File: src/rtl/updown_counter.sv
// Up/down modulo-(G_MAX+1) counter with load, optional saturation and a registered terminal-count pulse.
// Define UPDOWN_COUNTER_PRESCALE_EN to insert a G_PRESCALE enable divider in front of the step logic.
module updown_counter #(
    parameter int                 G_WIDTH    = 8,
    parameter logic [G_WIDTH-1:0] G_MAX      = '1,
    parameter int                 G_SATURATE = 0,
    parameter int                 G_PRESCALE = 4
) (
    input  logic               clk,
    input  logic               reset,
    input  logic               en,
    input  logic               up,
    input  logic               load,
    input  logic [G_WIDTH-1:0] load_val,
    output logic [G_WIDTH-1:0] out,
    output logic               tc
);

    if (G_WIDTH < 2 || G_WIDTH > 32) begin : g_bad_width
        $error("updown_counter: G_WIDTH out of range 2..32");
    end
    if (G_MAX == '0) begin : g_bad_max
        $error("updown_counter: G_MAX must be at least 1");
    end
    if (G_PRESCALE < 1) begin : g_bad_prescale
        $error("updown_counter: G_PRESCALE must be at least 1");
    end

    function automatic logic [G_WIDTH-1:0] clamp_load(input logic [G_WIDTH-1:0] v);
        return (v > G_MAX) ? G_MAX : v;
    endfunction

    function automatic logic at_boundary(input logic [G_WIDTH-1:0] cur, input logic dir);
        return dir ? (cur == G_MAX) : (cur == '0);
    endfunction

    // Boundary handling (wrap vs. hold) lives here so the register process stays a plain priority chain.
    function automatic logic [G_WIDTH-1:0] next_count(input logic [G_WIDTH-1:0] cur, input logic dir);
        if (at_boundary(cur, dir)) begin
            if (G_SATURATE != 0) begin
                return cur;
            end
            return dir ? '0 : G_MAX;
        end
        return dir ? cur + 1'b1 : cur - 1'b1;
    endfunction

    logic step_req;
    logic step;

    assign step_req = en & ~load;

`ifdef UPDOWN_COUNTER_PRESCALE_EN
    localparam int            PW     = (G_PRESCALE > 1) ? $clog2(G_PRESCALE) : 1;
    localparam logic [PW-1:0] P_LAST = PW'(G_PRESCALE - 1);

    logic [PW-1:0] presc;

    // Divider advances on every enabled non-load edge; direction changes leave it alone.
    always_ff @(posedge clk) begin
        if (reset || load) begin
            presc <= '0;
        end else if (en) begin
            presc <= (presc == P_LAST) ? '0 : presc + 1'b1;
        end
    end

    assign step = step_req && (presc == P_LAST);
`else
    assign step = step_req;
`endif

    // Count register: reset > load > step > hold
    always_ff @(posedge clk) begin
        if (reset) begin
            out <= '0;
            tc  <= 1'b0;
        end else if (load) begin
            out <= clamp_load(load_val);
            tc  <= 1'b0;
        end else if (step) begin
            out <= next_count(out, up);
            tc  <= at_boundary(out, up);
        end else begin
            tc  <= 1'b0;
        end
    end

endmodule

File: config.mk
export PLATFORM = sky130hd
export DESIGN_NAME = updown_counter
export DESIGN_NICKNAME = d
export VERILOG_FILES = /design/src/rtl/updown_counter.sv
export SDC_FILE = /design/constraint.sdc
export NUM_CORES = 1
export LEC_CHECK = 0
export ABC_AREA = 1
export CORE_ASPECT_RATIO = 0.9
export CORE_MARGIN = 5
export CORE_UTILIZATION = 40
export CTS_CLUSTER_DIAMETER = 150
export DETAILED_ROUTE_END_ITERATION = 7
export PLACE_DENSITY = 0.67
export SYNTH_ARGS = -nofsm -noshare
export SYNTH_HDL_FRONTEND = slang
export SYNTH_SLANG_ARGS = --single-unit
export TNS_END_PERCENT = 5
File: constraint.sdc
create_clock -name clk -period 1.9 [get_ports clk]
set_clock_uncertainty 0.1 [all_clocks]
set_input_delay 0.38 -clock clk [delete_from_list [all_inputs] [get_ports clk]]
set_output_delay 0.38 -clock clk [all_outputs]
set_load 0.02 [all_outputs]
# [Word-level counts from Yosys, hierarchy flattened]
# Index checks and enable logic that the tools add are counted.
[classes] order_cmp=1 n_eq_ne=1 muxes=12 n_addsub=2 n_reduce_logical=3 bitwise=3
[op_table] op="$mux 8" n=7
[op_table] op="$add 8x1->8 const B" n=1
[op_table] op="$eq 8x8->1 const B" n=1
[op_table] op="$gt 8x8->1 const B" n=1
[op_table] op="$logic_not 8->1" n=1
[op_table] op="$sub 8x1->8 const B" n=1
[op_table] op="$mux 1" n=5
[op_table] op="$reduce_or 3->1" n=1
[op_table] op="$not 1->1" n=2
[op_table] op="$reduce_bool 2->1" n=1
[op_table] op="$and 1x1->1" n=1
[totals] wordCells=24 in_bits=13 regBits=9 output_inout_bits=9

# [Logic depth before layout (Yosys ltp)]
# Gate-level depths: netlist of the first run.
[logic_depth] ltp_word=9 ltp_mapped=11 depth_no_buf=11

# [Least setup slack after synthesis of the first run]
# Ideal clock, no wire load.
[synth_timing] path_type="register to register" start="register out[2]" end="register out[7]" required_time_ps=1688 path_buffers=0 arrival_ps=1399 setup_time_ps=112 path_stages_with_launch=9 slack_ps=288 synth_period_minus_slack_ps=1612 cell_sequence="dfxtp_1 > ha_1 > or2_4 > nand3_1 > nand3_1 > nand3_1 > nand2_1 > nand2_1 > nand2_1"
[synth_between] elab_chain_len=9 elab_cells_between_ends=13 cone_classes="add/sub (2); eq/ne (1); mux (9); reduce/logical (1)"
[synth_rtl] item="from (decl)" line="15" source="output logic [G_WIDTH-1:0] out,"
[synth_rtl] item="from (signal assigned)" line="79" source="out <= clamp_load(load_val);"
[synth_rtl] item="from (signal assigned)" line="82" source="out <= next_count(out, up);"
[synth_rtl] item="$eq 8x8->1 or $logic_not 8->1 (tied branches)" line="34" source="return dir ? (cur == G_MAX) : (cur == '0);"
[synth_rtl] item="$mux 1" line="34"
[synth_rtl] item="$mux 1" line="39" source="if (at_boundary(cur, dir)) begin"
[synth_rtl] item="$mux 1" line="81" source="end else if (step) begin"
[synth_rtl] item="$mux 1" line="78" source="end else if (load) begin"
[synth_rtl] item="$mux 1" line="75" source="if (reset) begin"
[synth_rtl] item="$mux 8 *" line="45" source="return dir ? cur + 1'b1 : cur - 1'b1;"
[synth_rtl] item="$mux 8 *" line="81"
[synth_rtl] item="$mux 8 *" line="78"
# Mark *: on every way between the ends. The rest lies on a longest branch, timed or not. The select of a mux whose other input is x is not followed.
# A chain may end at the register's enable or synchronous reset.

# [Final worst setup path of the first run]
[layout_timing] start="register out[4]" end="output out[4]"
# No word-level cell between the ends.

==> results of run 1 <==
## stage by stage
step	setup WS, ps	power [mW]	instance area (um^2)	hold WS [ps]	utilization
floorplan	288	0.426	872	457	-
global placement	-341	0.541	1160	437	0.545
detailed placement	-367	0.547	1160	452	0.545
CTS	5.14	0.707	1180	463	0.558
global route	0.0953	0.758	1190	494	0.561
finish	65.2	0.702	1190	470	0.561
## final cells by class
cell class	count	area, um^2
sequential	9	180
tap	27	33.8
inverter	20	77.6
multi-input combinational	108	598
fill	224	932
timing repair buffer	29	274
clock buffer	4	26.3
## sequential cells by signal (all words and copies together) (netlist names)
name / cells
tc: 1
out: 8
## Yosys cell counts, drive strengths merged
cell type,count
nor3,1
nand3,12
inv,20
buf,2
a22oi,7
nor2,15
fa,1
xor2,1
xnor2,1
a21oi,7
nand2,48
nand4,1
ha,6
nand3b,2
or2,4
dfxtp,9
o21ai,2
## worst paths after layout
check                                    startpoint             endpoint  slack (ps)
worst max register to register  out[0]$_SDFFE_PP0P_  out[6]$_SDFFE_PP0P_         280
worst min register to register  out[4]$_SDFFE_PP0P_  out[4]$_SDFFE_PP0P_         470
worst max-delay path            out[4]$_SDFFE_PP0P_               out[4]          70
worst min-delay path            out[4]$_SDFFE_PP0P_  out[4]$_SDFFE_PP0P_         470
## metal layers
metal | up-vias | share of wire
met5 | - | 0
met4 | 0 | 0.014
met3 | 4 | 0.037
met2 | 18 | 0.48
met1 | 441 | 0.47
li1 | 510 | -
## cell families (layout without fill, tap and decap cells)
group,Yosys count,after routing,synth area share
DFF,9,9,0.207
AOI/OAI and AO/OA,16,16,0.116
buffers and inverters,22,53,0.108
xor gates and xnor gates,2,2,0.0201
and+or+nand+nor,83,83,0.440
adders and majority gates,7,7,0.109
## repair_timing
item,4_1_cts,5_1_grt
endpoints found under the hold margin,0,0
hold buffers,0,0
endpoints found under the setup margin,5,2
gates resized for setup,2,2
cloned,0,0
## power breakdown
group	leakage [nW]	switching (mW)	internal (mW)	total (mW)
registers	0.0744	0.0263	0.205	0.231
logic	0.550	0.161	0.151	0.311
clock network	0.0150	0.0780	0.0816	0.160
total	0.639	0.265	0.437	0.702
==> impl_metrics.env, run 1 <==
export IMPL_use_met1=0.192
export IMPL_max_slew_margin=0.749
export IMPL_netlist_area_um2=872
export IMPL_use_met2=0.302
export IMPL_mostFrequentLayoutCell="nand2_1"
export IMPL_dr_pass1_iters=4
export IMPL_vias_per_cell=4.94
export IMPL_max_stage_delay_ps=650
export IMPL_min_period_over_period=0.966
export IMPL_status="complete, no violations"
export IMPL_grt_use_total=0.169
export IMPL_grt_pass1_wl_um=4080
export IMPL_met3_usage=0.0472
export IMPL_cts_sinks=9
export IMPL_finalHoldViolations=0
export IMPL_netlist_instances=139
export IMPL_placedCellCount=193
export IMPL_dieArea_mm2=0.00322
export IMPL_cap_viol_max_count=0
export IMPL_drt_iter0_drc=29
export IMPL_htree_levels=1
export IMPL_core_area_mm2=0.00212
export IMPL_startpoint_type="register"
export IMPL_hold_class="register to register"
export IMPL_fmax_mhz=545
export IMPL_arrival_ps=1350
export IMPL_syn_nets=159
export IMPL_critPathTopFamily="buffers and inverters"
export IMPL_clock_root_buffer="clkbuf_4"
export IMPL_syn_to_final_growth_pct=36.4
export IMPL_die_y_um=54.3
export IMPL_yosysSeqAreaShare=0.207
export IMPL_start_util=0.411
export IMPL_slew_violations=0
export IMPL_final_cells=197
export IMPL_antennaDiodeCount=0
export IMPL_io_buffers=21
export IMPL_layout_common_cells="nand2_1, inv_1, clkdlybuf4s50_1"
export IMPL_cp_slowest_cell="clkdlybuf4s50_1"
export IMPL_die_x_um=59.2
export IMPL_vdd_drop_max_mv=0.369
export IMPL_busiest_layer="met2"
export IMPL_ios=22
export IMPL_period_needed_ps=1830
export IMPL_gp_congestion=0.846
export IMPL_rsz0062_at_grt="false"
export IMPL_dp_hpwl_um=1870
export IMPL_antenna_found_initial=0
export IMPL_crit_fanout=5
export IMPL_finalSetupViolations=0
export IMPL_vias=973
export IMPL_timing_setup_tns_ps=0
export IMPL_reg2reg_depth=9
export IMPL_synth_top_area_share=0.207
export IMPL_critPathCaptureType="output port"
export IMPL_grt_pass1_vias=996
export IMPL_cp_required_ps=1420
export IMPL_synth_warnings=0
export IMPL_nNetsFinal=191
export IMPL_clk_pin_slew_ps=60
export IMPL_power_density_mw_per_mm2=590
export IMPL_drive_gt1_frac=0.135
export IMPL_drc=0
export IMPL_ys_types=25
export IMPL_cts_tree="yes"
export IMPL_synth_area_per_cell_um2=6.27
export IMPL_cp_cell_sequence="clkdlybuf4s50_1"
export IMPL_grt_max_degree=11
export IMPL_wl_per_cell_um=11.9
export IMPL_rows=16
export IMPL_clk_latency_ps=280
export IMPL_postCtsSetupRepairBufs=0
export IMPL_synthTopCellsByArea="dfxtp_1, nand2_1, ha_1"
export IMPL_synth_top_area_cell="dfxtp_1"
export IMPL_cts_made_buffers=3
export IMPL_worstMarginPinSlew_ps=376
export IMPL_crit_type="register to output port"
export IMPL_min_delay_path_depth=2
export IMPL_yosys_register_bits=9
export IMPL_path_buf_inv=1
export IMPL_cts_buffer_depth=2
export IMPL_wirelength_um=2350
export IMPL_gr_total_overflow=0
export IMPL_ant_nets=0
export IMPL_path_depth=1
export IMPL_p_leak_nw=0.639
Power figures use the tool's default switching activity.
==> inputs of run 2 (changes only) <==
--- a/config.mk
+++ b/config.mk
@@ -10,4 +10,5 @@
 export CORE_MARGIN = 5
 export CORE_UTILIZATION = 40
+export CTS_BUF_LIST = sky130_fd_sc_hd__clkbuf_8 sky130_fd_sc_hd__clkbuf_16
 export CTS_CLUSTER_DIAMETER = 150
 export DETAILED_ROUTE_END_ITERATION = 7
==> constraint.sdc (replaced) <==
create_clock -name clk -period 1.9 [get_ports clk]
set_clock_uncertainty 0.1 [all_clocks]
set_input_delay 0.38 -clock clk [delete_from_list [all_inputs] [get_ports clk]]
set_output_delay 0.38 -clock clk [all_outputs]
set_load 0.005 [all_outputs]
==> run 2 against run 1 <==
Compared with the run above:
- final cell count up 0.51%
- non-clock buffer count grew 1
- critical path depth grew 10
- die area unchanged
- combinational power down 4%
- register-to-register slack about the same
- clock power increased by 36%
- setup slack improved by 82 ps
- design area up 1.8%
- global-route usage fell by 1.1 points
- wire length fell by 2.5%
- critical endpoint is now out[6]$_SDFFE_PP0P_
- largest cell class unchanged
==> impl_metrics.env, run 2 (synthesized netlist as in run 1, its figures left out) <==
export IMPL_final_area_mm2=0.00121
export IMPL_clock_root_buffer="clkbuf_8"
export IMPL_max_stage_delay_ps=440
export IMPL_slew_violations=0
export IMPL_period_needed_ps=1750
export IMPL_grt_max_degree=11
export IMPL_max_slew_margin=0.768
export IMPL_antennaDiodeCount=0
export IMPL_clk_latency_ps=230
export IMPL_cap_viol_max_count=0
export IMPL_die_x_um=59.2
export IMPL_antenna_found_initial=0
export IMPL_path_buf_inv=2
export IMPL_dieArea_mm2=0.00322
export IMPL_wirelength_um=2290
export IMPL_drive_gt1_frac=0.140
export IMPL_cts_tree="yes"
export IMPL_cp_cell_sequence="dlygate4sd2_1 -> inv_4 -> fa_1 -> nand2_1 -> nand2_1 -> nand3b_1 -> nand3_1 -> nand3_1 -> nand2_1 -> nand2_1 -> nand2_1"
export IMPL_dr_pass1_iters=4
export IMPL_power_density_mw_per_mm2=616
export IMPL_finalSetupViolations=0
export IMPL_fmax_mhz=571
export IMPL_cp_required_ps=1930
export IMPL_cp_slowest_cell="fa_1"
export IMPL_finalHoldViolations=0
export IMPL_grt_pass1_vias=945
export IMPL_crit_fanout=8
export IMPL_dp_slack_ps=-347
export IMPL_core_area_mm2=0.00212
export IMPL_gr_total_overflow=0
export IMPL_hold_class="register to register"
export IMPL_dp_hpwl_um=1870
export IMPL_largest_register_ffs=8
export IMPL_wl_per_cell_um=11.6
export IMPL_rows=16
export IMPL_top_register="out"
export IMPL_fillCellCount=224
export IMPL_cts_sinks=9
export IMPL_ios=22
export IMPL_drc=0
export IMPL_cts_made_buffers=3
export IMPL_crit_type="input pin to register"
export IMPL_cts_buffer_depth=2
export IMPL_startpoint_type="input pin"
export IMPL_die_y_um=54.3
export IMPL_arrival_ps=1780
export IMPL_p_leak_nw=0.627
export IMPL_worstMarginPinSlew_ps=348
export IMPL_nNetsFinal=192
export IMPL_grt_pass1_wl_um=3900
export IMPL_power_mw=0.746
export IMPL_ff_latch_area_um2=180
export IMPL_timing_setup_tns_ps=0
export IMPL_critPathCaptureType="register"
export IMPL_drt_iter0_drc=18
export IMPL_gp_congestion=0.847
export IMPL_fin_util=0.571
export IMPL_syn_to_final_growth_pct=38.9
export IMPL_layout_common_cells="nand2_1, clkdlybuf4s50_1, inv_1"
export IMPL_ant_nets=0
export IMPL_rsz0062_at_grt="false"
export IMPL_vias_per_cell=4.84
export IMPL_io_buffers=21
export IMPL_place_area_mm2=0.00116
export IMPL_status="complete, no violations"
export IMPL_start_util=0.411
export IMPL_htree_levels=1
export IMPL_cpMostUsedCell="nand2_1"
export IMPL_min_period_over_period=0.923
export IMPL_finalWorstSetupSlack_ps=147
export IMPL_mostFrequentLayoutCell="nand2_1"
export IMPL_reg_top3="out x8, tc x1"
export IMPL_grt_use_total=0.158
export IMPL_clk_pin_slew_ps=50
export IMPL_vias=958
export IMPL_critPathTopFamily="simple AND/OR/NAND/NOR gates"
export IMPL_vdd_drop_max_mv=0.441
export IMPL_multi_input_area_um2=598
-- run 2: area by class of cell --
class                   count  share of cell area
multi-input cells         108               0.494
clock inverters             1             0.00310
well taps                  27              0.0279
flip-flops and latches      9               0.149
clock buffers               3              0.0341
inverters                  20              0.0640
repair buffers             30               0.228
-- run 2: metrics by stage --
step	hold WS, ps	std cells
2_1_floorplan	397	139
3_3_place_gp	435	194
3_5_place_dp	460	194
4_1_cts	471	198
5_1_grt	508	198
6_report	475	198
-- run 2: worst reg2reg max path, cell delays in order, from the launching register on --
cell and delay (ps):
dfxtp_1 380, fa_1 430, nand2_1 70, nand2_1 80, nand3b_1 110, nand3_1 80
nand3_1 100, nand2_1 60, nand2_1 60, nand2_1 50
-- run 2: final timing paths --
| kind | startpoint | endpoint | slack [ps] | depth (start not counted) |
|---|---|---|---|---|
| max | up | out[6]$_SDFFE_PP0P_ | 150 | 11 |
| min | out[4]$_SDFFE_PP0P_ | out[4]$_SDFFE_PP0P_ | 470 | 2 |
| max reg2reg | out[0]$_SDFFE_PP0P_ | out[6]$_SDFFE_PP0P_ | 270 | 9 |
| min reg2reg | out[4]$_SDFFE_PP0P_ | out[4]$_SDFFE_PP0P_ | 470 | 2 |
-- run 2: metal layers --
metal / vias up / global-route usage / routed length [um]
li1: 511 / - / -
met1: 412 / 0.185 / 1010
met2: 35 / 0.293 / 1140
met3: 0 / 0.0495 / 143
met4: 0 / 0.0113 / 0
met5: - / 0 / 0
-- run 2: what timing repair did --
| action | 4_1_cts | 5_1_grt |
|---|---|---|
| gates resized for setup | 2 | 0 |
| hold buffers | 0 | 0 |
| buffers inserted | 0 | 0 |
| endpoints found under the setup margin | 6 | 0 |
-- run 2: power breakdown --
group / internal, mW / switching [mW] / total [mW]
Combinational: 0.153 / 0.145 / 0.299
Sequential: 0.205 / 0.0246 / 0.230
Clock: 0.141 / 0.0771 / 0.218
==> variant, RTL diff (config.mk and constraints of run 1) <==
Set the parameter `G_WIDTH` to 10 (it was 8).
--- a/src/rtl/updown_counter.sv
+++ b/src/rtl/updown_counter.sv
@@ -1,7 +1,7 @@
 // Up/down modulo-(G_MAX+1) counter with load, optional saturation and a registered terminal-count pulse.
 // Define UPDOWN_COUNTER_PRESCALE_EN to insert a G_PRESCALE enable divider in front of the step logic.
 module updown_counter #(
-    parameter int                 G_WIDTH    = 8,
+    parameter int                 G_WIDTH    = 10,
     parameter logic [G_WIDTH-1:0] G_MAX      = '1,
     parameter int                 G_SATURATE = 0,
     parameter int                 G_PRESCALE = 4
Ports: changed (resized load_val and out); port bits go from 22 to 26. The function was not compared with the original's and may differ.
==> variant against run 1 <==
  * Power rose by 32%
  * Sequential cell count rose by 2
  * First-iteration DRC count is 76% higher
  * Worst setup slack worse by 0.039 ns
  * Sequential power is 23% higher
  * Synthesized area up 16%
  * Design area rose by 30%
  * Register-to-register slack got worse by 0.15 ns
  * Routed wire length rose by 31%
  * Critical endpoint is now out[8]
==> variant: results <==
group,metric,value,unit
setup_path,critPathLaunch,"up",
placement,placed_cell_area,1426,um^2
placement,dp_slack,-0.5651,ns
logic_synthesis,synthTopCellsByCount,"39 x nand2_1, 20 x inv_1, 19 x nor2_1, 15 x a21oi_1, 13 x nand3_1",
cts,postCtsResizedCells,11,
routing,route.met2.wl,1502,um
setup_path,timing.rr.end,"out[4]",
setup_path,crit_slowest_cell,"fa_2",
placement,gp_congestion,0.9494,
routing,vias_per_cell,5.172,
grt,grt_pass1_wl,5409,um
setup_path,path_delay_family,"simple AND/OR/NAND/NOR gates",
routing,wl_met3,112,um
setup_path,r2r_slack,0.13,ns
placement,place.port_buffers,25,
setup_path,crit_arrival,1.99,ns
timing,max_freq,533.7,MHz
grt,grt_pass1_vias,1191,
power,p_sw_frac,0.3840,
placement,hpwl,2341,um
timing,worst_slew_pin_slew,0.2896,ns
grt,use_met1,0.2427,
routing,wl_met1,1427,um
routing,dr.pass1.iters,4,
grt,gr-usage-met2,0.3031,
grt,gr-usage-met3,0.05039,
grt,grt_util_all_layers,0.1842,
finish,final.fill_count,215,
finish,reg.largest.list,"out x10, tc x1",
routing,wirelength,3068,um
power,p_leak,0.0007722,uW
power,vdd_drop_max,0.4405,mV
logic_synthesis,syn_nets,181,
finish,instances_no_fill,233,
timing,hold_ws,0.4554,ns
logic_synthesis,ys_seq_area_frac,0.2173,
logic_synthesis,syn-mean-instance-area,6.455,um^2
logic_synthesis,yosysUniqueCellTypes,26,
min_path,min_to,"out[7]",
status,status,"finished, final reports clean",
setup_path,critPathMaxFanout,3,
min_path,min_from,"out[7]",
finish,fin_nets,230,
setup_path,slowest_delay,0.40,ns
cts,cts_setup_buffers,2,
variant: cell type report:
type / instances / area (um^2) / area share
sequential: 11 / 221.5 / 0.1430
inverter: 21 / 81.33 / 0.05250
tap: 28 / 35.03 / 0.02262
timing repair buffer: 44 / 404.1 / 0.2609
clock buffer: 4 / 26.28 / 0.01696
multi-input combinational: 125 / 780.7 / 0.5040
variant: cell families (layout without fill, tap and decap cells):
group | count (synthesis) | in the layout | synth area share
xor gates and xnor gates | 4 | 4 | 0.03457
buffers and inverters | 21 | 69 | 0.07777
AOI/OAI and AO/OA | 27 | 27 | 0.1691
and+or+nand+nor | 85 | 85 | 0.3827
DFF | 11 | 11 | 0.2173
adders and majority gates | 9 | 9 | 0.1185
variant: power by group through the flow:
stage | Combinational [uW] | Sequential [uW] | Clock [uW]
global placement | 424 | 284 | 0
CTS | 463 | 283 | 177
finish | 468 | 284 | 172
detailed placement | 428 | 285 | 0
global route | 521 | 289 | 192
floorplan | 224 | 306 | 0
